==> src/rtl/stop_watch_pkg.sv <==
// Shared display definitions for the stopwatch: segment patterns, position encoding, snapshot.
package stop_watch_pkg;

    localparam int unsigned NUM_POS = 5;

    // Segment order {g,f,e,d,c,b,a}, active-low.
    localparam logic [6:0] SEG_BLANK = 7'b1111111;
    localparam logic [6:0] SEG_DASH  = 7'b0111111;
    localparam logic [6:0] SEG_E     = 7'b0000110;

    localparam logic [6:0] DIGIT_SEG [10] = '{
        7'b1000000, 7'b1111001, 7'b0100100, 7'b0110000, 7'b0011001,
        7'b0010010, 7'b0000010, 7'b1111000, 7'b0000000, 7'b0010000
    };

    typedef enum logic [2:0] {
        POS_D0   = 3'd0,
        POS_D1   = 3'd1,
        POS_D2   = 3'd2,
        POS_D3   = 3'd3,
        POS_SIGN = 3'd4
    } pos_e;

    typedef struct packed {
        logic [3:0] d3;
        logic [3:0] d2;
        logic [3:0] d1;
        logic [3:0] d0;
        logic       minus;
        logic       blank;
    } snap_t;

endpackage

==> src/rtl/bcd_to_seg.sv <==
// Combinational BCD to active-low 7-segment decoder; values above 9 show "E".
module bcd_to_seg
    import stop_watch_pkg::*;
(
    input  logic [3:0] d_i,
    output logic [6:0] seg_o
);

    always_comb begin
        seg_o = SEG_E;
        for (int i = 0; i < 10; i++) begin
            if (d_i == 4'(i)) seg_o = DIGIT_SEG[i];
        end
    end

endmodule

==> src/rtl/stop_watch_disp_mux.sv <==
// Scans the stopwatch digits and sign across a 5-position common-anode display,
// one position per refresh interval, from a snapshot taken at each frame boundary.
module stop_watch_disp_mux
    import stop_watch_pkg::*;
#(
    parameter int unsigned REFRESH_DIV = 50000
) (
    input  logic       clk_i,
    input  logic       reset_i,
    input  logic [3:0] d3_i,
    input  logic [3:0] d2_i,
    input  logic [3:0] d1_i,
    input  logic [3:0] d0_i,
    input  logic       minus_flag_i,
    input  logic       blank_lead_i,
    output logic [4:0] an_o,
    output logic [6:0] seg_o,
    output logic       dp_o
);

    localparam int unsigned TickW = (REFRESH_DIV > 1) ? $clog2(REFRESH_DIV) : 1;

    logic [TickW-1:0] tick_q, tick_d;
    pos_e             pos_q, pos_d;
    snap_t            snap_q, snap_d;
    logic             load_pending_q;
    logic [4:0]       an_q, an_d;
    logic [6:0]       seg_q, seg_d;
    logic             dp_q, dp_d;
    logic             advance;
    logic [3:0]       digit;
    logic [6:0]       digit_seg;

    assign advance = (tick_q == TickW'(REFRESH_DIV - 1));

    always_comb begin
        tick_d = advance ? '0 : tick_q + 1'b1;
        pos_d  = pos_q;
        if (advance) pos_d = (pos_q == POS_SIGN) ? POS_D0 : pos_e'(pos_q + 3'd1);
        snap_d = snap_q;
        // Frame boundary and the post-reset load share one path so pos 0 never sees stale data.
        if (load_pending_q || (advance && pos_q == POS_SIGN)) begin
            snap_d = '{d3: d3_i, d2: d2_i, d1: d1_i, d0: d0_i,
                       minus: minus_flag_i, blank: blank_lead_i};
        end
    end

    always_comb begin
        case (pos_q)
            POS_D0:  digit = snap_q.d0;
            POS_D1:  digit = snap_q.d1;
            POS_D2:  digit = snap_q.d2;
            POS_D3:  digit = snap_q.d3;
            default: digit = 4'd0;
        endcase
    end

    bcd_to_seg u_bcd_to_seg (
        .d_i   (digit),
        .seg_o (digit_seg)
    );

    always_comb begin
        an_d  = 5'b11111;
        seg_d = SEG_BLANK;
        dp_d  = 1'b1;
        // Keep dark until the first snapshot has been taken.
        if (!load_pending_q) begin
            case (pos_q)
                POS_D0, POS_D1, POS_D2: begin
                    an_d       = 5'b11111;
                    an_d[pos_q] = 1'b0;
                    seg_d      = digit_seg;
                    dp_d       = (pos_q != POS_D1);
                end
                POS_D3: begin
                    if (!(snap_q.blank && snap_q.d3 == 4'd0)) begin
                        an_d  = 5'b10111;
                        seg_d = digit_seg;
                        dp_d  = 1'b0;
                    end
                end
                POS_SIGN: begin
                    if (snap_q.minus) begin
                        an_d  = 5'b01111;
                        seg_d = SEG_DASH;
                    end
                end
                default: ;
            endcase
        end
    end

    always_ff @(posedge clk_i) begin
        if (reset_i) begin
            tick_q         <= '0;
            pos_q          <= POS_D0;
            snap_q         <= '0;
            load_pending_q <= 1'b1;
            an_q           <= 5'b11111;
            seg_q          <= SEG_BLANK;
            dp_q           <= 1'b1;
        end else begin
            tick_q         <= tick_d;
            pos_q          <= pos_d;
            snap_q         <= snap_d;
            load_pending_q <= 1'b0;
            an_q           <= an_d;
            seg_q          <= seg_d;
            dp_q           <= dp_d;
        end
    end

    assign an_o  = an_q;
    assign seg_o = seg_q;
    assign dp_o  = dp_q;

endmodule

==> config.mk <==
export PLATFORM = sky130hd
export DESIGN_NAME = stop_watch_disp_mux
export DESIGN_NICKNAME = d
export VERILOG_FILES = /design/src/rtl/stop_watch_pkg.sv /design/src/rtl/bcd_to_seg.sv /design/src/rtl/stop_watch_disp_mux.sv
export SDC_FILE = /design/constraint.sdc
export NUM_CORES = 1
export LEC_CHECK = 0
export ABC_CLOCK_PERIOD_IN_PS = 2400
export CORE_ASPECT_RATIO = 0.9
export CORE_MARGIN = 2
export CORE_UTILIZATION = 50
export CTS_CLUSTER_DIAMETER = 40
export DETAILED_ROUTE_END_ITERATION = 7
export HOLD_SLACK_MARGIN = 0.02
export PLACE_DENSITY = 0.74
export REMOVE_ABC_BUFFERS = 1
export SLEW_MARGIN = 40
export SYNTH_ARGS = -nofsm -noshare
export SYNTH_HDL_FRONTEND = slang
export SYNTH_SLANG_ARGS = --single-unit
==> constraint.sdc <==
create_clock -name clk_i -period 2.4 [get_ports clk_i]
set_input_delay 0.72 -clock clk_i [delete_from_list [all_inputs] [get_ports clk_i]]
set_output_delay 0.72 -clock clk_i [all_outputs]
set_load 0.02 [all_outputs]
* Word-level counts from Yosys, hierarchy flattened
Cells that the tools add are included.
** Cells by class
- Reduce and logical (&&, ||, !) cells :: 10
- $add $sub $neg :: 2
- Bitwise gates (word level) :: 1
- Order comparisons :: 2
- Mux-type cells :: 23
- Equal/unequal tests :: 15
** Operator list (number)
- $mux W7 :: 12
- $pmux W7 S3 :: 1
- $add A16 B1 Y16 const B :: 1
- $eq A16 B16 Y1 const B :: 1
- $eq A4 B3 Y1 const B :: 4
- $pmux W4 S4 :: 1
- $pmux W5 S3 :: 1
- $eq A4 B2 Y1 const B :: 2
- $eq A4 B4 Y1 const B :: 2
- $logic_not A4 Y1 :: 2
- $eq A3 B2 Y1 const B :: 2
- $mux W5 :: 1
- $not A5 Y5 :: 1
- $eq A4 B1 Y1 const B :: 1
- $lt A3 B4 Y1 const B :: 1
- $mux W4 :: 1
- $reduce_or A2 Y1 :: 2
- $add A3 B1 Y3 const B :: 1
- $demux W1 S3 :: 1
- $eq A3 B1 Y1 const B :: 1
- $eq A3 B3 Y1 const B :: 1
- $ge A3 B1 Y1 const B :: 1
- $logic_and A1 B1 Y1 :: 3
- $logic_not A3 Y1 :: 1
- 6 further kinds :: 8
** Word-level totals
- Output and inout port bits :: 13
- Input port bits :: 20
- Register bits after elaboration :: 51
- Logic and storage cells :: 65

* Longest topological paths before layout
- Word-level depth :: 15
- Gate-level depth with buffers :: 8
- Depth with buffers taken out :: 6

* By module
Synthesis repeated with hierarchy kept, for this count alone.
** Second synthesis, totals
- Cell total of the unflattened synthesis :: 351
- Area, all modules :: 2773.9 um^2
** Modules (own cells, without submodules)
- stop_watch_disp_mux :: sequential area each 1021.0 um^2, cells an instance 327, area each 2632.5 um^2, times used 1
- bcd_to_seg :: sequential area each 0.0 um^2, cells an instance 24, area each 141.4 um^2, times used 1

* Worst setup path after synthesis
No wires, ideal clock.
- Kind :: register -> register
- Start :: reg pos_q[2]
- End :: reg seg_q[4], in the netlist seg_o[4]
- Setup slack :: 0.247 ns
- Buffers on the path :: 1
- Arrival time :: 1.987 ns
- Clock period less this slack :: 2.153 ns
- Stages on the path, launching flop included :: 8
- Required time :: 2.235 ns
- Library setup time :: 0.165 ns
- Cell sequence :: dfxtp_1 -> inv_1 -> ha_1 -> clkbuf_1 -> nor4bb_1 -> a211oi_1 -> nor3b_1 -> o311ai_0
** Between the ends
- Longest elaborated chain between the ends :: 14
- Elaborated cells between the ends (all ways) :: 27
- Those cells by class :: eq/ne (13); mux (12); reduce/logical (2)
** RTL lines
- from (decl) :: line stop_watch_disp_mux.sv:24 : pos_e pos_q, pos_d;
- from (signal assigned) :: line stop_watch_disp_mux.sv:105 : pos_q <= pos_d;
- $eq A3 B2 Y1 (tied with other cells) :: line stop_watch_disp_mux.sv:49, stop_watch_disp_mux.sv:69
- $pmux W4 S4 :: line stop_watch_disp_mux.sv:49 : case (pos_q)
- $eq A4 B1 Y1 :: line bcd_to_seg.sv:12 : if (d_i == 4'(i)) seg_o = DIGIT_SEG[i];
- $mux W7 (9 in series) :: line bcd_to_seg.sv:12
- $mux W7 :: line stop_watch_disp_mux.sv:77 : if (!(snap_q.blank && snap_q.d3 == 4'd0)) begin
- $pmux W7 S3 * :: line stop_watch_disp_mux.sv:69 : case (pos_q)
- to (signal assigned) :: line stop_watch_disp_mux.sv:109 : seg_q <= seg_d;
- to (decl) :: line stop_watch_disp_mux.sv:28 : logic [6:0] seg_q, seg_d;
Mark *: on every way between the ends. The rest lies on a longest branch, timed or not.
A chain may end at the register's enable or synchronous reset.

* Worst setup path after layout
- Start :: reg pos_q[1]
- End :: reg seg_q[4], in the netlist seg_o[4]
Same word-level chain as after synthesis.

==> metrics <==
mean post-synth cell area=9.350 sq um; Max stage delay cell, worst path=a211oi_1; Critical Path Stages=7; routed len/inst=12.55 microns; largest family of logic cells by synthesized area=simple AND/OR/NAND/NOR gates; commonest cells after routing, fill and taps aside=51 x dfxtp_1, 39 x nand2b_1, 32 x clkdlybuf4s50_1; vias in the first global route=1655; final instance area=0.002923 sq mm; FF-to-FF Start=pos_q[1]; fin crit share=87.09%; fraction of layout cells with a size suffix above 1=7.432%; RSZ-0062 raised after global routing=no; DRT antenna net count=0; Max-cap violations=0; area leader, netlist=dfxtp_1; fin cells=361; vias per cell=5.072; CTS Buf Count=5; clock tree buffer depth=2; first-pass GRT wire length=7.714 mm; area grow syn2layout=20.23%; DRT iter0 DRCs=113; Pre-antenna DRT Iters=4; Final min period=2090 ps; post-synthesis mux area share=9.470%; Arr. time, crit path=2260 ps; Die Y=70.15 microns; Hold Crit Depth=1; Worst Skew=10.23 ps; hold slack=454.9 ps; clk slew on worst S/H paths=90 ps; CTS tree=built; Netlist cell types=44; die area=0.005437 sq mm; Hold Crit Class=reg -> reg; Post-CTS Resized=0; post-synthesis cell area=0.002431 sq mm; drt total wl=4.530 mm; DRC viols=0; Crit path required time=2570 ps; Crit. End Element=flop; Yosys reg bits=51; Post-Syn Instances=260; pwr dens=548.6 mW/mm^2; DP HPWL=3.220 mm; Pleak=1.098 nW; Adder-Cell Fraction of Synth Area=3.500%; clock tree root buffer cell=clkbuf_8; Worst R2R Path Depth=7; Total GRT Usage=17.54%; Synth Area in Compound Gates=8.801%; RD Place Congestion=0.7777; Power, Total=1.603 mW; crit-path cells=ha_1 -> ha_1 -> nor4bb_1 -> a211oi_1 -> nor3b_1 -> buf_4 -> o311ai_0; IO Pins=33; max_slew headroom=70.28%; Post-DP Area=0.002823 sq mm; setup TNS=0 ps; initial antenna violation count=0; most common cell after layout, fill and taps aside=dfxtp_1; Setup Buffers After CTS=0; sequential element share of the synthesized area=42.00%; crit-path max FO=8; Worst Setup SP=pos_q[1]; layout filler cell count=413; Starting Density=50.92%; grt ovf=0; largest net degree at the start of global routing=44; Synth top area share=42.00%; max incr delay on CP=400 ps; most used cell, CP=ha_1; Max Slew Vio Count=0; dpl cells=353; Worst-Skew Late Latency=300 ps; # rows=24; status=finished clean; Worst Path Buf+Inv=1; Max Clock Freq=478.4 MHz; Port Buffers=32; Synth Area in XOR/XNOR=6.125%; H-tree Lvls=2; Core Footprint=0.004775 sq mm; Hold Violations, Final=0; top cells by area, synth=dfxtp_1 42%, nand2b_1 10%, mux2i_1 9.5%, xnor2_1 5.8%, nor2_1 4.0%; Worst Tran Pin Value=442.5 ps; hold_buf cts=0; CP startpoint kind=flop; vias=1831; Final setup viols=0; hold_sp=snap_q[1]; Die W=77.50 microns; Yosys warning count=0; Synth Area in Simple Gates=25.53%; fin nets=321; Top delay family on crit path=compound AO/OA/AOI/OAI gates; clk sinks=51; Setup CP Type=reg -> reg; Worst IR Drop VDD=0.2930 mV; n_diodes=0
## per-layer routing
metal	track usage, %	share of wire (%)	vias up	wire length, microns
met5	0	0	-	0
met4	4.167	0.88	0	40
met3	3.876	2.8	4	128
met2	26.28	43	33	1944
met1	25.67	53	839	2418
li1	-	-	955	-
## power by group
part           internal, mW  leakage, nW  switching (mW)
combinational        0.0967        0.628          0.0771
sequential            0.879        0.418          0.0197
clock                 0.263       0.0515           0.268
## worst reg2reg max path: cells and delay by family (launching register included)
family	cells	cell delay [ps]
and+or+nand+nor	2	420
buffers and inverters	1	170
DFF	1	390
adders and majority gates	2	470
AOI/OAI and AO/OA	2	520
## kinds of logic (layout without fill, tap and decap cells)
| kind of cell | count (synthesis) | count (layout) |
|---|---|---|
| and+or+nand+nor | 110 | 110 |
| DFF | 51 | 51 |
| AOI/OAI and AO/OA | 30 | 30 |
| muxes | 23 | 23 |
| buffers and inverters | 22 | 58 |
| xor gates and xnor gates | 17 | 17 |
| adders and majority gates | 7 | 7 |
## sequential cells by signal, summed over array words and instances, names as in the netlist
name,count
snap_q,18
tick_q,16
load_pending_q,1
an_o,5
seg_o,7
dp_o,1
pos_q,3
## area by class of cell
cell class	count	area, sq um	area share, %
inverter	9	33.78	1.156
clock buffer	8	100.1	3.425
tap	65	81.33	2.783
sequential	51	1021	34.93
timing repair buffer	41	387.9	13.27
multi-input combinational	187	1299	44.44
## worst paths after layout
kind              endpoint  slack (ps)
setup / recovery  seg_o[4]         310
hold / removal     an_o[4]         450
setup reg to reg  seg_o[4]         310
hold reg to reg    an_o[4]         450
## synth_stat cells, drive strengths merged
cell type and instances:
a21o 2, nand4 6, a22o 1, or4bb 1
mux2i 23, a21boi 1, inv 9, o311ai 1
nor3b 1, or2 1, nor2 26, o21ai 5
a22oi 7, a221oi 1, nand2 11, nor4bb 1
o221ai 3, or4 1, o21a 1, xnor2 16
nor4 4, a21oi 4, nand3 7, xor2 1
a211oi 2, dfxtp 51, clkbuf 9, maj3 1
nand4b 1, and3b 1, o211ai 1, nor2b 1
nor3 5, nand2b 39, and2 4, o31ai 1
buf 4, ha 6
## through the flow
step	util, %	setup WS, ps
floorplan	-	314.0
global placement	59.12	258.1
detailed placement	59.12	245.2
CTS	61.22	329.8
global route	61.22	132.3
finish	61.22	309.9
No activity file was read; power rests on OpenSTA's default activity.
